`config.mk`:
```
export PLATFORM = sky130hd
export DESIGN_NAME = eeprom_boot_loader
export DESIGN_NICKNAME = d
export VERILOG_FILES = /design/src/rtl/boot_pkg.sv /design/src/rtl/boot_byte_packer.sv /design/src/rtl/eeprom_boot_loader.sv
export SDC_FILE = /design/constraint.sdc
export NUM_CORES = 1
export LEC_CHECK = 0
export BUFFER_PORTS_ARGS = -buffer_cell sky130_fd_sc_hd__buf_4
export CAP_MARGIN = 10
export CORE_ASPECT_RATIO = 0.6
export CORE_UTILIZATION = 56
export CTS_CLUSTER_SIZE = 8
export DETAILED_ROUTE_END_ITERATION = 6
export PLACE_DENSITY = 0.9
export SYNTH_ARGS = -nofsm -noshare
export SYNTH_HDL_FRONTEND = slang
export SYNTH_SLANG_ARGS = --single-unit
```
`constraint.sdc`:
```
create_clock -name clk -period 2.2 [get_ports clk]
set_input_delay 0.11 -clock clk [delete_from_list [all_inputs] [get_ports clk]]
set_output_delay 0.11 -clock clk [all_outputs]
set_load 0.005 [all_outputs]
```
`src/rtl/boot_pkg.sv`:
```
// Shared state encoding and error codes for the EEPROM boot loader.
// Latency: none, declarations only.
// Backpressure: none, declarations only.
package boot_pkg;

  typedef enum logic [2:0] {
    ST_IDLE  = 3'd0,
    ST_REQ   = 3'd1,
    ST_RECV  = 3'd2,
    ST_DRAIN = 3'd3,
    ST_NEXT  = 3'd4,
    ST_DONE  = 3'd5,
    ST_ERROR = 3'd6
  } boot_state_t;

  localparam logic [1:0] ERR_NONE     = 2'd0;
  localparam logic [1:0] ERR_TIMEOUT  = 2'd1;
  localparam logic [1:0] ERR_OVERFLOW = 2'd2;
  localparam logic [1:0] ERR_CHECKSUM = 2'd3;

endpackage

```
`src/rtl/boot_byte_packer.sv`:
```
// Packs a byte stream into 16-bit big-endian words and holds each in a single write register.
// Latency: mem_we rises the cycle after the odd (low) byte strobe; mem_addr advances the cycle after accept.
// Backpressure: one word of buffering; an odd byte arriving while a word is still unaccepted is reported as ovf.
module boot_byte_packer
  import boot_pkg::*;
#(
  parameter int MEM_AW = 12
) (
  input  logic              clk,
  input  logic              reset_n,
  input  logic              clr,
  input  logic              abort,
  input  logic              byte_vld,
  input  logic [7:0]        byte_dat,
  input  logic              byte_skip,
  input  logic              mem_ready,
  output logic              odd_byte,
  output logic [15:0]       word,
  output logic              word_load,
  output logic              ovf,
  output logic [MEM_AW-1:0] mem_addr,
  output logic [15:0]       mem_wdata,
  output logic              mem_we
);

  logic       phase_q;
  logic [7:0] hi_q;
  logic       accept;

  assign accept    = mem_we & mem_ready;
  assign odd_byte  = byte_vld & phase_q;
  assign word      = {hi_q, byte_dat};
  // A word completing in the same cycle as the new odd byte frees the register, so no overflow then.
  assign ovf       = odd_byte & ~byte_skip & mem_we & ~mem_ready;
  assign word_load = odd_byte & ~byte_skip & ~ovf;

  // Even/odd byte toggle and high-byte latch.
  always_ff @(posedge clk or negedge reset_n) begin
    if (!reset_n) begin
      phase_q <= 1'b0;
      hi_q    <= 8'h00;
    end else if (clr || abort) begin
      phase_q <= 1'b0;
    end else if (byte_vld) begin
      phase_q <= ~phase_q;
      if (!phase_q) begin
        hi_q <= byte_dat;
      end
    end
  end

  // Write register: loading a new word takes priority over retiring the accepted one.
  always_ff @(posedge clk or negedge reset_n) begin
    if (!reset_n) begin
      mem_we    <= 1'b0;
      mem_wdata <= 16'h0000;
    end else if (clr || abort) begin
      mem_we <= 1'b0;
    end else if (word_load) begin
      mem_wdata <= word;
      mem_we    <= 1'b1;
    end else if (accept) begin
      mem_we <= 1'b0;
    end
  end

  // Word address: advances on every accepted write and wraps silently.
  always_ff @(posedge clk or negedge reset_n) begin
    if (!reset_n) begin
      mem_addr <= '0;
    end else if (clr) begin
      mem_addr <= '0;
    end else if (accept) begin
      mem_addr <= mem_addr + 1'b1;
    end
  end

endmodule

```
`src/rtl/eeprom_boot_loader.sv`:
```
// Loads NPAGES EEPROM pages into program memory as 16-bit words and releases CPU reset on success; BOOT_CHECKSUM_EN makes the last word a checksum.
// Latency: ee_start one cycle after REQ sees ee_busy=0; mem_we one cycle after the odd byte; done one cycle after the last NEXT.
// Backpressure: holds mem_we until mem_ready; a second word arriving before acceptance is an overflow error.
module eeprom_boot_loader #(
  parameter int         PAGE_BYTES = 32,
  parameter int         NPAGES     = 16,
  parameter logic [6:0] SLAVE_ADDR = 7'h50,
  parameter int         MEM_AW     = 12,
  parameter int         TIMEOUT    = 65535
) (
  input  logic              clk,
  input  logic              reset_n,
  input  logic              go,
  output logic [6:0]        ee_slave_addr,
  output logic [15:0]       ee_page_addr,
  output logic [7:0]        ee_nbytes,
  output logic              ee_start,
  input  logic [7:0]        ee_data,
  input  logic              ee_byte_ready,
  input  logic              ee_busy,
  output logic [MEM_AW-1:0] mem_addr,
  output logic [15:0]       mem_wdata,
  output logic              mem_we,
  input  logic              mem_ready,
  output logic              cpu_reset_n,
  output logic              load_done,
  output logic              load_error,
  output logic [1:0]        err_code
);
  import boot_pkg::*;

  localparam int TW = $clog2(TIMEOUT + 1);

  boot_state_t state_q, state_d;

  logic [15:0]   page_q;
  logic [7:0]    byte_cnt_q;
  logic [TW-1:0] tmo_q;
  logic          start_q, start_d;
  logic          done_q, error_q;
  logic [1:0]    code_q;

  logic          load_clr, recv_enter, page_inc, done_set, err_set, abort;
  logic [1:0]    err_val;

  logic          byte_vld, last_byte, tmo_hit, byte_skip, ck_bad;
  logic          odd_byte, word_load, ovf;
  logic [15:0]   word;

  assign byte_vld  = ee_byte_ready & (state_q == ST_RECV);
  assign last_byte = (byte_cnt_q == 8'(PAGE_BYTES - 1));
  assign tmo_hit   = (tmo_q == TW'(TIMEOUT - 1));

`ifdef BOOT_CHECKSUM_EN
  logic        last_word;
  logic [15:0] sum_q;

  assign last_word = last_byte & (page_q == 16'(NPAGES - 1));
  assign byte_skip = last_word;
  assign ck_bad    = odd_byte & last_word & (word != sum_q);

  // Running modulo-2^16 sum of every word handed to the write register.
  always_ff @(posedge clk or negedge reset_n) begin
    if (!reset_n) begin
      sum_q <= 16'h0000;
    end else if (load_clr) begin
      sum_q <= 16'h0000;
    end else if (word_load) begin
      sum_q <= sum_q + word;
    end
  end
`else
  logic unused_pack;

  assign byte_skip   = 1'b0;
  assign ck_bad      = 1'b0;
  assign unused_pack = ^{word, word_load, odd_byte};
`endif

  boot_byte_packer #(
    .MEM_AW (MEM_AW)
  ) u_packer (
    .clk       (clk),
    .reset_n   (reset_n),
    .clr       (load_clr),
    .abort     (abort),
    .byte_vld  (byte_vld),
    .byte_dat  (ee_data),
    .byte_skip (byte_skip),
    .mem_ready (mem_ready),
    .odd_byte  (odd_byte),
    .word      (word),
    .word_load (word_load),
    .ovf       (ovf),
    .mem_addr  (mem_addr),
    .mem_wdata (mem_wdata),
    .mem_we    (mem_we)
  );

  // State register.
  always_ff @(posedge clk or negedge reset_n) begin
    if (!reset_n) begin
      state_q <= ST_IDLE;
    end else begin
      state_q <= state_d;
    end
  end

  // Next-state and per-cycle control strobes.
  always_comb begin
    state_d    = state_q;
    start_d    = start_q;
    load_clr   = 1'b0;
    recv_enter = 1'b0;
    page_inc   = 1'b0;
    done_set   = 1'b0;
    err_set    = 1'b0;
    err_val    = ERR_NONE;
    abort      = 1'b0;
    case (state_q)
      ST_IDLE, ST_DONE, ST_ERROR: begin
        if (go) begin
          load_clr = 1'b1;
          state_d  = ST_REQ;
        end
      end
      ST_REQ: begin
        if (!start_q) begin
          if (!ee_busy) begin
            start_d = 1'b1;
          end
        end else if (ee_busy) begin
          start_d    = 1'b0;
          recv_enter = 1'b1;
          state_d    = ST_RECV;
        end
      end
      ST_RECV: begin
        if (byte_vld) begin
          if (ovf) begin
            err_set = 1'b1;
            err_val = ERR_OVERFLOW;
          end else if (ck_bad) begin
            err_set = 1'b1;
            err_val = ERR_CHECKSUM;
          end else if (last_byte) begin
            state_d = ST_DRAIN;
          end
        end else if (tmo_hit) begin
          err_set = 1'b1;
          err_val = ERR_TIMEOUT;
        end
      end
      ST_DRAIN: begin
        if (!ee_busy && !mem_we) begin
          state_d = ST_NEXT;
        end
      end
      ST_NEXT: begin
        page_inc = 1'b1;
        if (page_q == 16'(NPAGES - 1)) begin
          done_set = 1'b1;
          state_d  = ST_DONE;
        end else begin
          state_d = ST_REQ;
        end
      end
      default: begin
        state_d = ST_IDLE;
      end
    endcase
    // Errors abandon the page reader and any pending word immediately.
    if (err_set) begin
      state_d = ST_ERROR;
      start_d = 1'b0;
      abort   = 1'b1;
    end
  end

  // Read-request handshake register.
  always_ff @(posedge clk or negedge reset_n) begin
    if (!reset_n) begin
      start_q <= 1'b0;
    end else begin
      start_q <= start_d;
    end
  end

  // Page index, byte-in-page count and inter-byte timeout counter.
  always_ff @(posedge clk or negedge reset_n) begin
    if (!reset_n) begin
      page_q     <= 16'h0000;
      byte_cnt_q <= 8'h00;
      tmo_q      <= '0;
    end else begin
      if (load_clr) begin
        page_q <= 16'h0000;
      end else if (page_inc) begin
        page_q <= page_q + 16'd1;
      end
      if (load_clr || recv_enter) begin
        byte_cnt_q <= 8'h00;
      end else if (byte_vld) begin
        byte_cnt_q <= byte_cnt_q + 8'd1;
      end
      if (recv_enter || byte_vld) begin
        tmo_q <= '0;
      end else if (state_q == ST_RECV) begin
        tmo_q <= tmo_q + 1'b1;
      end
    end
  end

  // Sticky load status, cleared only when a new load starts.
  always_ff @(posedge clk or negedge reset_n) begin
    if (!reset_n) begin
      done_q  <= 1'b0;
      error_q <= 1'b0;
      code_q  <= ERR_NONE;
    end else if (load_clr) begin
      done_q  <= 1'b0;
      error_q <= 1'b0;
      code_q  <= ERR_NONE;
    end else if (err_set) begin
      error_q <= 1'b1;
      code_q  <= err_val;
    end else if (done_set) begin
      done_q <= 1'b1;
    end
  end

  assign ee_slave_addr = SLAVE_ADDR;
  assign ee_nbytes     = 8'(PAGE_BYTES);
  assign ee_page_addr  = page_q;
  assign ee_start      = start_q;
  assign load_done     = done_q;
  assign cpu_reset_n   = done_q;
  assign load_error    = error_q;
  assign err_code      = code_q;

endmodule
```
-- Yosys cells after proc, flatten, opt, wreduce, memory -nomap -nowiden
Cells that the tools add are included.
- register bits: 86
- word-level logic and storage cells: 115
- bits of input ports: 14
- add/sub/neg operators: 4
- reductions and logical operators: 21
- equal/unequal tests: 17
- bitwise logic cells: 10
- muxes and demuxes: 50
- operators by type and width (cell ; count):
    16-bit two-way mux ; 4
    16-bit by 1-bit adder with 16-bit output, second input constant ; 2
    1-bit two-way mux ; 27
    3-bit two-way mux ; 9
    12-bit two-way mux ; 2
    3-bit != test, second input constant ; 7
    16-bit == test, second input constant ; 1
    16-bit by 4-bit == test with 1-bit output, second input constant ; 1
    8-bit two-way mux ; 2
    2-bit nonzero test ; 8
    3-bit case mux with 5 select lines ; 1
    12-bit by 1-bit adder with 12-bit output, second input constant ; 1
    2-bit two-way mux ; 5
    3-bit == test, second input constant ; 3
    8-bit by 1-bit adder with 8-bit output, second input constant ; 1
    8-bit by 5-bit == test with 1-bit output, second input constant ; 1
    7-bit AND reduction ; 1
    1-bit AND ; 6
    3-bit by 2-bit == test with 1-bit output, second input constant ; 2
    1-bit NOT ; 4
    2-bit AND reduction ; 2
    3-bit by 1-bit == test with 1-bit output, second input constant ; 1
    3-bit zero test ; 1
    1-bit logical OR ; 3
    other kinds (6) ; 7

-- Logic depth before layout (Yosys ltp)
Gate-level depths: netlist of the first run.
- word-level depth: 12
- mapped depth: 7

-- Hierarchy
From an unflattened synthesis of the first run, not the netlist that was laid out.
- cell total of the unflattened synthesis: 423
- area, all modules: 4414.2 µm²
- modules (own cells, without submodules) (module ; area an instance (µm²) ; cells an instance ; seq. area each (µm²) ; instances):
    eeprom_boot_loader ; 2682.6 ; 289 ; 1201.2 ; 1
    boot_byte_packer ; 1731.7 ; 134 ; 950.9 ; 1

-- Least setup slack after synthesis of the first run
No wires, ideal clock.
- kind: flip-flop to flip-flop
- start point: reg state_q[2]
- end point: reg code_q[0], in the netlist err_code[0]
- slack: 351 ps
- cell stages (with the launch flop): 6
- data required time: 2126 ps
- arrival: 1774 ps
- buffers on the path: 1
- cells stage by stage: dfrtp_1 buf_6 or3b_4 or4_4 or2_4 a21oi_2
- longest elaborated chain between the ends: 9
- elaborated cells between the ends (all ways): 18
- ends and longest elaborated chain (element ; RTL line ; source):
    start, declared ; eeprom_boot_loader.sv:34 ; boot_state_t state_q, state_d;
    start signal, assigned ; eeprom_boot_loader.sv:105 ; state_q <= state_d;
    3-bit by 2-bit == test with 1-bit output ; eeprom_boot_loader.sv:50, eeprom_boot_loader.sv:120 ;
    1-bit AND ; eeprom_boot_loader.sv:50 ; assign byte_vld = ee_byte_ready & (state_q == ST_RECV);
    1-bit AND ; boot_byte_packer.sv:31 ; assign odd_byte = byte_vld & phase_q;
    1-bit AND (2 in a row) ; boot_byte_packer.sv:34 ; assign ovf = odd_byte & ~byte_skip & mem_we & ~mem_ready;
    1-bit two-way mux ; eeprom_boot_loader.sv:140 ; if (ovf) begin
    1-bit two-way mux ; eeprom_boot_loader.sv:139 ; if (byte_vld) begin
    1-bit two-way mux ; eeprom_boot_loader.sv:120 ; case (state_q)
    2-bit nonzero test (no source line) ; - ;
    end signal, assigned ; eeprom_boot_loader.sv:226 ; code_q <= err_val;
    end, declared ; eeprom_boot_loader.sv:41 ; logic [1:0] code_q;
Parallel ways exist; a longest one is shown, timed or not. The select of a mux whose other input is x is not followed.
A chain may end at the register's enable or synchronous reset.

-- Worst setup path in the final report of the first run
- start point: reg state_q[0]
- end point: reg tmo_q[14]
- longest elaborated chain between the ends: 4
- elaborated cells between the ends (all ways): 7
- ends and longest elaborated chain (element ; RTL line ; source):
    3-bit by 1-bit == test with 1-bit output or 3-bit by 2-bit == test with 1-bit output (tied branches) ; eeprom_boot_loader.sv:120, eeprom_boot_loader.sv:50, eeprom_boot_loader.sv:208 ;
    1-bit two-way mux or 1-bit AND (tied branches) ; eeprom_boot_loader.sv:120, eeprom_boot_loader.sv:50 ;
    1-bit logical OR ; eeprom_boot_loader.sv:206 ; if (recv_enter || byte_vld) begin
    16-bit two-way mux or 2-bit nonzero test (tied branches) ; - ;
    end signal, assigned ; eeprom_boot_loader.sv:209 ; tmo_q <= tmo_q + 1'b1;
    end, declared ; eeprom_boot_loader.sv:38 ; logic [TW-1:0] tmo_q;
Parallel ways exist; a longest one is shown, timed or not.

==> results of run 1 <==
[power by group]
part | leakage (nW) | internal [mW] | total [mW] | switching [mW]
Clock | 0.153 | 0.918 | 1.57 | 0.653
Sequential | 1.16 | 1.90 | 2.21 | 0.311
Combinational | 1.11 | 0.832 | 1.69 | 0.859
Total | 2.42 | 3.65 | 5.48 | 1.82
[sequential cells by signal, summed over array words and instances, names as in the netlist, 2 cells and up]
name and cells:
tmo_q 16, u_packer.hi_q 8, ee_page_addr 16, u_packer.mem_addr 12
u_packer.mem_wdata 16, err_code 2, state_q 3, byte_cnt_q 8
[repair_timing]
item                                   CTS  global route
endpoints found under the hold margin   44             0
setup endpoints to repair                0            16
hold buffers                             3             0
resized for setup                        0             1
[cells by family after synthesis]
kind of cell    count (synthesis)  share of synthesized area, %
simple gates                  153                          19.6
flops                          86                          48.5
xor+xnor                       19                          3.75
buf+inv                        51                          6.07
other cells                     2                         0.169
compound gates                 93                          14.1
mux                            25                          6.35
fa+ha+maj                       5                          1.41
[synthesized netlist by cell type (8+ instances only)]
library cell,number,share of area [%]
dfrtp_1,86,49
nand2_1,28,2.4
a21oi_1,27,3.0
mux2_2,25,6.4
nor2_1,25,2.1
nand3_1,20,2.3
buf_4,18,3.0
inv_1,17,1.4
o21ai_0,17,1.9
clkbuf_1,13,1.1
or3_1,11,1.6
xnor2_1,11,2.2
nand4_1,10,1.4
or4_1,10,1.7
nor3_1,9,1.0
o31ai_1,9,1.5
xor2_1,8,1.6
[layer usage]
| metal | share of wire (%) | routed length [um] | up-vias |
|---|---|---|---|
| li1 | - | - | 1694 |
| met1 | 44 | 4570 | 1786 |
| met2 | 47 | 4860 | 177 |
| met3 | 8.2 | 857 | 16 |
| met4 | 1.3 | 137 | 0 |
| met5 | 0 | 0 | - |
[per-stage QoR]
step           instance area (um2)  worst slack [ps]
6_report                      5340               162
5_1_grt                       5340              28.2
2_1_floorplan                 4480               351
4_1_cts                       5340               104
3_5_place_dp                  5000               119
3_3_place_gp                  5000               193
[final timing paths]
| path | endpoint | slack (ps) | cells after the start |
|---|---|---|---|
| setup / recovery | tmo_q[14]$_DFFE_PN0P_ | 160 | 4 |
| hold / removal | u_packer.mem_wdata[1]$_DFFE_PN0P_ | 4 | 2 |
| setup reg to reg | tmo_q[14]$_DFFE_PN0P_ | 160 | 4 |
| hold reg to reg | u_packer.mem_wdata[13]$_DFFE_PN0P_ | 510 | 1 |
| max in group asynchronous | u_packer.mem_wdata[11]$_DFFE_PN0P_ | 1270 | 3 |
| min in group asynchronous | tmo_q[5]$_DFFE_PN0P_ | 310 | 2 |
[layout make-up]
cell class | count | share of cell area [%]
timing repair buffer | 79 | 11.5
clock inverter | 6 | 1.31
sequential | 86 | 40.3
multi-input combinational | 310 | 38.8
inverter | 17 | 1.20
clock buffer | 10 | 4.48
tap | 104 | 2.44
==> results by stage, run 1 <==
Timing:
- In this run the tightest slew margin relative to its limit is approximately three fifths.
- The number of pins exceeding their max-slew limit in the final report came to 0.
- The count of final setup violators is 0.
- The setup TNS is 0 ps.
- The number of endpoints with negative hold slack in the final report is 0.
- For the finished layout, the period the worst path requires is just over 2000 ps.
- Across the routed clock network, the largest skew measured is between 7 and 8 ps.
- The maximum clock frequency is slightly below 500 MHz.
- The tightest hold path in the finished design has a slack of around 4 ps.
- Setup repair after global routing left no endpoint under its margin.
- For the pin with the worst max-slew slack, the measured transition is ~580 ps.
- The post-route fraction of the period consumed by the critical path is between 90% and 100%.

Clock network:
- The TritonCTS clock tree is yes.
- The buffer count from post-CTS setup fixing is 0.
- The H-tree was split into 3 levels.
- The clock latency reported for the late side of the worst-skew pair is roughly 350 ps.
- The clock transition at the registers of the reported paths is 60 ps.
- The clock passes through at most 2 buffers.
- The root buffer cell chosen for the clock tree is clkbuf_16.
- Clock tree synthesis inserted a total of 9 buffers.
- The CTS sink count is 86.

Drt:
- The first detailed-routing pass ran for 5 iterations.
- After detailed routing, the number of vias per cell comes to 6.00.
- The DRC violations left is 0.
- Across all layers, the routed design uses approximately 3700 vias.
- In this run the remaining antenna-violating nets after routing total 0.
- The total wirelength of the detailed-routed design is 10.4 mm.
- After the first detailed-routing iteration, the DRC count stood at 287.
- In the final routed layout, each cell accounts on average for ~17 um.

Setup path:
- The critical path starts at state_q[0]$_DFFE_PN0P_.
- Data on the critical path is required at its endpoint by around 2500 ps.
- The highest cell delay on the worst timing path is roughly 600 ps.
- Of all nets on the critical path, the largest fanout is 13.
- The number of buffers and inverters on the critical path is 0.
- Traced cell by cell, the critical path runs through nand4b_4 > a211o_1 > or4_1 > a21oi_1.
- The worst register-to-register path begins at state_q[0]$_DFFE_PN0P_.
- The largest individual stage delay along the critical path comes from the cell dfrtp_1.
- The worst setup path is captured at a flop.
- STA classifies the critical path startpoint as a flop.
- Grouping stages by cell kind, the critical path spends the most delay in simple AND/OR/NAND/NOR gates.
- STA puts the critical path data arrival time at 2310 ps.
- The worst setup path category is flop to flop.

Floorplanning:
- In this run the horizontal extent of the chip is roughly 120 um.
- In this run the vertical extent of the chip is about 71 um.
- In this run the core area contains 24 standard-cell rows.
- The initial cell density of the core is a little under 60%.
- The die covers approximately 0.0083 mm2.
- The floorplan core area is 0.00745 mm2.
- 80 I/O pins were placed.

Yosys:
- The number of flops mapped to enable cells by yosys is 0.
- The synthesized netlist contains 57 unique library cells.
- In the synthesized netlist the dominant register cell turns out to be dfrtp_1.
- The synthesized instance count is 434.
- The synthesis-stage register bit count is 86.
- The combined area of all synthesized cells is around 0.0044 mm2.
- The number of warnings issued by yosys is 0.
- A synthesized cell averages just over 10 um2.
- In the synthesized netlist the async set-or-reset flop fraction comes to between 90% and 100%.
- The portion of the post-synthesis area used by sequential elements is 48.5%.

Layout:
- The post-route netlist has 26.4% of its cells at a drive strength greater than 1.
- From synthesis to final layout, the design area changed by 20.4%.
- The repair_antennas step left the layout with diodes totalling 0.
- The filler cell count in the final layout is 534.
- The finished layout holds around 600 standard cells, fillers aside.
- Across the whole layout, storage elements account for 0.00215 mm2.
- The most frequent standard cell in the layout excluding fill and tap cells is dfrtp_1.
- The multi-input logic area is between 0.002 and 0.0025 mm2.
- In the final design database the tool counted 522 nets.
- Leaving out fill and tap cells, the most frequent cells in the layout are 86 x dfrtp_1, 75 x buf_4, 28 x nand2_1, 27 x a21oi_1.
- Measured on the finished design, the core utilization comes to 71.7%.

Global routing:
- The busiest layer in global routing is met2.
- The number of global-route vias before repair was 3540.
- Global routing used ~28% of the available tracks across all layers.
- For this run, global-route usage on met1 was measured as a little under two fifths.
- The largest net degree at the start of global routing is 45.
- The aggregate global routing overflow is 0.
- The first global-routing pass estimated about 17 mm of wire.
- For met3 alone, demand over resource in global routing was 7.46%.
- The initial antenna violation count was 0.
- The met2 capacity usage during global routing is 42.9%.

Power:
- The overall power after layout is around 5.5 mW.
- In this run the static leakage power is about 2.4 nW.
- The power per unit of standard cell area is 1030 mW/mm2.
- The maximum resistive drop on vdd is between 0.0007 and 0.0008 V.

Placement:
- The count of buffers inserted at the top-level ports is 64.
- The routability congestion estimate is roughly 0.87.
- The cell count after placement is approximately 590.
- The HPWL after detailed placement is around 7.2 mm.

Job:
- Max-cap violations in this run came to 0.

Worst hold path:
- In this run the worst hold path is classified as input port to flop.
- The worst hold path begins at ee_data[1].

Status:
- The flow ran to the end, and the final reports show no timing, DRC or antenna violations.
Power figures use the tool's default switching activity.
==> run 2, diff against run 1 <==
--- a/config.mk
+++ b/config.mk
@@ -14,4 +14,5 @@
 export PLACE_DENSITY = 0.9
 export SYNTH_ARGS = -nofsm -noshare
 export SYNTH_HDL_FRONTEND = slang
+export SYNTH_HIERARCHICAL = 1
 export SYNTH_SLANG_ARGS = --single-unit
==> run 2 against run 1 <==
  * Clock skew down 2.9 ps
  * Cell area up 4.6%
  * Core utilization up 3.9 points
  * Final cell count up 2.8%
  * Critical endpoint is now u_packer/mem_wdata[13]$_DFFE_PN0P_
  * Global-route usage about the same
  * Non-clock buffer count up 32
  * The run now ends with setup timing left
  * Synthesized cell count down 4.8%
  * Sequential power down 6%
  * First-iteration DRC count up 10%
  * Critical path depth up 4
  * Register-to-register slack worse by 240 ps
  * Critical path type unchanged
  * Sequential share of layout area down 1.7 points
==> results by stage, run 2 <==
Status:
- The flow ran to the end, but the final reports show violations.
- The final reports fail on setup timing.

Job:
- The number of max-capacitance violations reported is 0 (unchanged).

Timing:
- The maximum clock frequency came to 438 MHz (-11%).
- The shortest period the worst path allows is 2280 ps (+244 ps).
- Setup repair after global routing could not meet its margin everywhere.
- The worst slew margin relative to its limit was 65.0% (+3.3 points).
- The worst-case hold slack was 15.9 ps (+11.9 ps).
- The final worst clock skew is 4.38 ps (-2.89 ps).
- The setup TNS was -1020 ps (-1020 ps).
- The number of pins exceeding their max-slew limit in the final report is 0 (unchanged).
- The number of endpoints with negative hold slack in the final report is 0 (unchanged).
- The transition time of the tightest slew-check pin is 525 ps (-50.0 ps).
- The count of final setup violators is 16 (+16).
- The post-layout worst setup margin is -81.9 ps (-244 ps).
- The post-route fraction of the period consumed by the critical path is 104% (+11 points).

Layout:
- In the layout the commonest cells are 102 x buf_4, 84 x dfrtp_1, 46 x nor2_1, 27 x nand2_1, 23 x a21oi_1.
- The proportion of layout cells with a drive suffix above 1 is 33.0% (+6.6 points).
- The number of antenna repair diodes is 0 (unchanged).
- The filler cell count in the final layout is 502 (-6.0%).
- Compared with the post-synthesis result, the final layout area differs by 28.7%.
- The final non-filler cell total came to 629 (+2.8%).
- Leaving out fill and tap cells, the most frequent cell in the layout is buf_4.
- The number of nets at the end of the flow is 540 (+3.4%).

Worst hold path:
- For hold timing, the worst endpoint is u_packer/mem_wdata[0]$_DFFE_PN0P_.
- The startpoint of the lowest-slack hold path is ee_data[0].
- The path class of the lowest-slack min-delay path is input port to flop.
- The number of cells on the worst hold path is 2 (unchanged).

Global routing:
- The total global routing track utilization is 27.7% (-0.028 points).
- The initial antenna violation count is 0 (unchanged).
- The aggregate global routing overflow is 0 (unchanged).
- The largest net degree at the start of global routing is 48 (+6.7%).
- The number of global-route vias before repair was 3462 (-2.2%).
- The wire length of the first global-routing pass came to 17.0 mm (-3.0%).

Yosys:
- The synthesized instance count is 413 (-4.8%).
- The mean cell area of the mapped netlist is 10.5 um2 (+2.9%).
- The combined area of all synthesized cells came to 0.00434 mm2 (-2.1%).
- The number of warnings issued by yosys is 6 (+6).

Power:
- The proportion of power drawn by flip-flops and latches is 38.5% (-1.9 points).
- The overall power after layout is 5.40 mW (-1.3%).
- The share of power burned in the clock network was 28.9% (+0.2 points).
- The internal power is 3.75 mW (+2.8%).
- The standby leakage power is 2.68 nW (+11%).
- The net switching power is 1.65 mW (-9.5%).
- The power per unit of standard cell area is 968 mW/mm2 (-5.7%).
- The power share of the combinational group is 32.7% (+1.8 points).
- The maximum resistive drop on vdd is 0.000603 V (-15%).
- The switching share of power is 30.5% (-2.8 points).

Clock network:
- The deepest level of the CTS H-tree came to 3 (unchanged).
- TritonCTS built the clock tree.
- The clock transition at the registers of the reported paths is 60 ps (about the same).
- The number of clock buffers inserted by TritonCTS came to 9 (unchanged).
- The clock latency reported for the late side of the worst-skew pair is 340 ps (about the same).
- The cell chosen for the clock root is clkbuf_16.
- The CTS sink count is 86 (unchanged).
- The maximum clock path buffer count is 2 (unchanged).

Drt:
- The count of vias placed by the detailed router is 3505 (-4.6%).
- The initial detailed-routing violation count is 316 (+10%).
- The final antenna-violating net count is 0 (unchanged).
- The total wirelength of the detailed-routed design was 10.6 mm (+1.4%).
- The mean routed wirelength per cell is 16.8 um (-1.3%).
- The number of search-and-repair iterations in the first detailed-routing pass is 5 (unchanged).
- The average via count per standard cell is 5.57 (-7.2%).
- The DRC violations left is 0 (unchanged).

Setup path:
- The worst setup path is of the flop to flop kind.
- The largest fanout on the critical path is 8 (-5).
- The register-to-register setup slack is -80 ps (-240 ps).
- In this run the critical register-to-register path is captured at u_packer/mem_wdata[13]$_DFFE_PN0P_.
- The most critical setup path has its startpoint at state_q[0]$_DFFE_PN0P_.
- The required time of the critical path was 2420 ps (-50 ps).
- The worst reg2reg path startpoint is state_q[0]$_DFFE_PN0P_.
- STA classifies the critical path startpoint as a flop.
- The data arrival time at the worst-slack endpoint is 2500 ps (+190 ps).
- The depth of the worst register-to-register path is 8 (+4).
- The element type at the critical path end is a flop.

Placement:
- The post-detailed-placement half-perimeter wirelength is 7.21 mm (+0.15%).
- The count of buffers inserted at the top-level ports is 64 (unchanged).
- The routability congestion estimate came to 0.862 (-0.94%).
- The cell count after placement is 599 (+1.0%).
- The setup slack at placement is -196 ps (-314 ps).

Floorplanning:
- The overall die width came to 116 um (-1.0%).
- The overall die area came to 0.00812 mm2 (-2.0%).
- The I/O pin count is 80 (unchanged).
- The number of standard-cell rows in the floorplan is 24 (unchanged).
- The overall die height is 70.2 um (-1.0%).
- The initial cell density of the core is 58.8% (-0.77 points).
- The floorplan core area is 0.00739 mm2 (-0.81%).
## run 2: power by group through the flow
| stage | sequential (mW) | clock, mW | combinational [mW] |
|---|---|---|---|
| 3_5_place_dp | 2.09 | 0 | 1.52 |
| 3_3_place_gp | 2.07 | 0 | 1.44 |
| 5_1_grt | 2.11 | 1.64 | 1.91 |
| 2_1_floorplan | 2.06 | 0 | 0.920 |
| 4_1_cts | 2.07 | 1.59 | 1.62 |
| 6_report | 2.08 | 1.56 | 1.77 |
## run 2: final cells by class
cell class	instances	area [um2]	share of cell area [%]
clock buffer	10	229	4.10
multi-input combinational	301	2050	36.7
tap	104	130	2.33
timing repair buffer	111	898	16.1
inverter	12	45.0	0.807
clock inverter	5	75.1	1.34
sequential	86	2150	38.6
## run 2: repair_timing
item                       in CTS  in global routing
pin swaps                       0                  5
gates resized for setup         9                  7
hold endpoints to repair       40                  0
setup endpoints to repair      24                 24
buffers inserted                6                  6
gates cloned                    1                  0
hold buffers                    2                  0
## run 2: per-layer routing
metal	track usage (%)	up-vias	wire, um
li1	-	1643	-
met1	37.5	1705	4780
met2	43.2	143	5000
met3	7.12	14	667
met4	10.5	0	126
met5	0	-	0
## run 2: worst max-delay path by stage
stage,end
after floorplan,u_packer/mem_wdata[10]$_DFFE_PN0P_
after global placement,u_packer/hi_q[3]$_DFFE_PN0P_
after detailed placement,u_packer/hi_q[7]$_DFFE_PN0P_
after CTS,u_packer/mem_wdata[13]$_DFFE_PN0P_
after global routing,u_packer/mem_wdata[13]$_DFFE_PN0P_
final,u_packer/mem_wdata[13]$_DFFE_PN0P_
## run 2: critical path: stages, from the launching register on
cell	delay, ps
dfrtp_1	430
buf_6	140
buf_6	110
xor2_2	140
a21oi_2	210
nor2b_4	70
or4b_4	580
buf_16	180
mux2_4	290
## run 2: per-stage QoR
step	utilization, %	instance area (um2)
after floorplan	-	4420
after global placement	68.8	5080
after detailed placement	68.8	5080
after CTS	74.6	5510
after global routing	75.6	5580
final	75.6	5580
==> run 3, diff against run 2 <==
--- a/config.mk
+++ b/config.mk
@@ -8,10 +8,11 @@
 export BUFFER_PORTS_ARGS = -buffer_cell sky130_fd_sc_hd__buf_4
 export CAP_MARGIN = 10
 export CORE_ASPECT_RATIO = 0.6
-export CORE_UTILIZATION = 56
+export CORE_UTILIZATION = 58
+export CTS_BUF_LIST = sky130_fd_sc_hd__clkbuf_4 sky130_fd_sc_hd__clkbuf_8
 export CTS_CLUSTER_SIZE = 8
 export DETAILED_ROUTE_END_ITERATION = 6
-export PLACE_DENSITY = 0.9
+export PLACE_DENSITY = 0.93
 export SYNTH_ARGS = -nofsm -noshare
 export SYNTH_HDL_FRONTEND = slang
 export SYNTH_HIERARCHICAL = 1
==> run 3 against run 2 <==
  * The flow still finishes with violations (setup timing)
  * Sequential power about the same
  * First-iteration DRC count down 30%
  * Sequential share of layout area up 1.2 points
  * Power down 12%
  * Final cell count down 0.79%
  * Critical path type unchanged
  * Count of clock-buffer cells in the layout down 1
  * Largest power group unchanged
  * Largest cell class unchanged
  * Routed wire length down 2.9%
  * Non-clock buffer count down 6
  * Cell area down 3.0%
  * Sequential cell count unchanged
==> results by stage, run 3 (same netlist as run 2, synthesis figures left out) <==
Timing:
- The shortest period the worst path allows is 2260 ps (-17.7 ps).
- The final worst clock skew was 11.1 ps (+6.77 ps).
- The post-layout worst setup margin is -64.2 ps (+17.7 ps).
- The maximum clock frequency is 442 MHz (+0.78%).
- The transition time of the tightest slew-check pin was 619 ps (+94.1 ps).
- The number of pins exceeding their max-slew limit in the final report is 0 (unchanged).
- Setup repair after global routing could not meet its margin everywhere.
- The count of final setup violators is 16 (unchanged).
- The worst slew margin relative to its limit is 58.5% (-6.4 points).
- The post-route fraction of the period consumed by the critical path was 103% (-0.81 points).
- The number of endpoints with negative hold slack in the final report was 0 (unchanged).
- The worst-case hold slack is 39.2 ps (+23.3 ps).

Layout:
- The final non-filler cell area is 0.00542 mm2 (-3.0%).
- The number of antenna repair diodes is 0 (unchanged).
- The final core utilization is 74.9% (-0.71 points).
- The area growth from synthesis to layout is 24.8%.
- The area used by sequential logic in the layout is 0.00215 mm2 (unchanged).
- The filler cell count in the final layout is 475 (-5.4%).
- The multi-input logic area is 0.00204 mm2 (-0.49%).
- In the layout the commonest cells are 92 x buf_4, 84 x dfrtp_1, 47 x nor2_1, 28 x nand2_1, 23 x a21oi_1.
- The number of nets at the end of the flow is 534 (-1.1%).
- Leaving out fill and tap cells, the most frequent cell in the layout is buf_4.
- The proportion of layout cells with a drive suffix above 1 is 30.4% (-2.6 points).

Drt:
- The average via count per standard cell is 5.63 (+1.1%).
- The mean routed wirelength per cell is 16.5 um (-2.1%).
- The total wirelength of the detailed-routed design is 10.3 mm (-2.9%).
- The final antenna-violating net count is 0 (unchanged).
- The DRC violations left is 0 (unchanged).
- The initial detailed-routing violation count is 221 (-30%).
- The number of search-and-repair iterations in the first detailed-routing pass is 5 (unchanged).
- The count of vias placed by the detailed router is 3516 (+0.31%).

Floorplanning:
- The number of standard-cell rows in the floorplan came to 24 (unchanged).
- The floorplan core area came to 0.00724 mm2 (-2.0%).
- The I/O pin count came to 80 (unchanged).
- The overall die area is 0.00785 mm2 (-3.4%).
- The overall die width is 114 um (-1.7%).
- The overall die height is 69.0 um (-1.7%).
- The initial cell density of the core is 60.0% (+1.2 points).

Setup path:
- The depth of the worst register-to-register path came to 6 (-2).
- The required time of the critical path is 2460 ps (+40 ps).
- The data arrival time at the worst-slack endpoint is 2530 ps (+30 ps).
- The largest fanout on the critical path is 8 (unchanged).
- The element type at the critical path end is a flop.
- The element type at the critical path start is a flop.
- The worst setup path category is flop to flop.

Placement:
- The count of buffers inserted at the top-level ports is 64 (unchanged).
- The post-detailed-placement half-perimeter wirelength is 6.97 mm (-3.3%).
- The post-place instance area is 0.00504 mm2 (-0.74%).
- The routability congestion estimate came to 0.924 (+7.2%).

Global routing:
- The initial antenna violation count is 0 (unchanged).
- The wire length of the first global-routing pass is 17.2 mm (+1.3%).
- The largest net degree at the start of global routing is 50 (+4.2%).
- The number of global-route vias before repair is 3496 (+0.98%).
- The aggregate global routing overflow is 0 (unchanged).
- The total global routing track utilization came to 28.1% (+0.36 points).

Status:
- The flow ran to the end, but the final reports show violations.
- The checks that failed: setup timing.

Job:
- The number of max-capacitance violations reported is 0 (unchanged).

Worst hold path:
- The path class of the lowest-slack min-delay path is input port to flop.
- The number of cells on the worst hold path is 3 (+1).

Clock network:
- The clock latency reported for the late side of the worst-skew pair is 370 ps (+30 ps).
- The clock transition at the registers of the reported paths is 90 ps (+30 ps).
- In this run the clock root is driven by a clkbuf_8.
- The number of clock buffers inserted by TritonCTS is 9 (unchanged).
- The TritonCTS clock tree is yes.
- The deepest level of the CTS H-tree is 3 (unchanged).
- The CTS sink count is 86 (unchanged).
- The maximum clock path buffer count is 2 (unchanged).

Power:
- The standby leakage power is 2.57 nW (-3.9%).
- The maximum resistive drop on vdd came to 0.000433 V (-28%).
- The power per unit of standard cell area is 873 mW/mm2 (-9.7%).
[run 3: changes by cell type in the layout (fill, tap and decap cells not counted), sizes merged]
cell	delta
clkinvlp	+1
dlygate4sd3	+8
clkbuf	-1
buf	-14
clkinv	-1
bufinv	-2
inv	+4
[run 3: path summary, 6_finish.rpt]
kind | startpoint | endpoint | slack [ps]
hold / removal | mem_ready | u_packer/mem_addr[1]$_DFFE_PN0P_ | 40
min in group asynchronous | reset_n | u_packer/mem_wdata[4]$_DFFE_PN0P_ | 300
setup reg to reg | state_q[0]$_DFFE_PN0P_ | u_packer/mem_wdata[7]$_DFFE_PN0P_ | -60
max in group asynchronous | reset_n | state_q[1]$_DFFE_PN0P_ | 1250
setup / recovery | state_q[0]$_DFFE_PN0P_ | u_packer/mem_wdata[7]$_DFFE_PN0P_ | -60
hold reg to reg | u_packer/hi_q[0]$_DFFE_PN0P_ | u_packer/mem_wdata[8]$_DFFE_PN0P_ | 510
[run 3: layout make-up]
cell class	count	area share [%]
tap	104	2.40
sequential	86	39.8
clock inverter	7	1.20
timing repair buffer	105	15.8
inverter	12	0.831
multi-input combinational	301	37.7
clock buffer	9	2.29
[run 3: metrics by stage]
step / setup TNS, ps / setup WS, ps / std cells / total power [mW]
global placement: -332 / -28.5 / 594 / 3.45
detailed placement: -2440 / -175 / 594 / 3.56
CTS: -117 / -26.6 / 624 / 4.71
global route: -1810 / -82.5 / 624 / 4.98
floorplan: -3390 / -193 / 427 / 2.98
finish: -733 / -64.2 / 624 / 4.73
[run 3: what timing repair did]
| action | CTS | global route |
|---|---|---|
| hold buffers | 10 | 0 |
| setup endpoints to repair | 24 | 35 |
| setup buffers | 4 | 0 |
| resized for setup | 8 | 1 |
| gates cloned | 1 | 0 |
| pin swaps | 1 | 0 |
| endpoints found under the hold margin | 65 | 0 |
[run 3: report_power, final]
part	internal, mW	switching [mW]	leakage (nW)
Clock	0.437	0.633	0.0943
Sequential	1.85	0.219	1.16
Combinational	0.798	0.791	1.32
[run 3: critical path, stage by stage, from the launching register on]
cell and delay [ps]:
dfrtp_1 410, buf_4 160, nor4bb_4 360, nand3b_2 140
or4b_4 610, buf_12 170, mux2_4 300
[run 3: per-layer routing]
| layer | GRT usage [%] | vias up | wire, um |
|---|---|---|---|
| met5 | 0 | - | 0 |
| met4 | 10.2 | 0 | 191 |
| met3 | 6.68 | 24 | 599 |
| met2 | 45.9 | 132 | 4990 |
| met1 | 36.6 | 1726 | 4490 |
| li1 | - | 1634 | - |
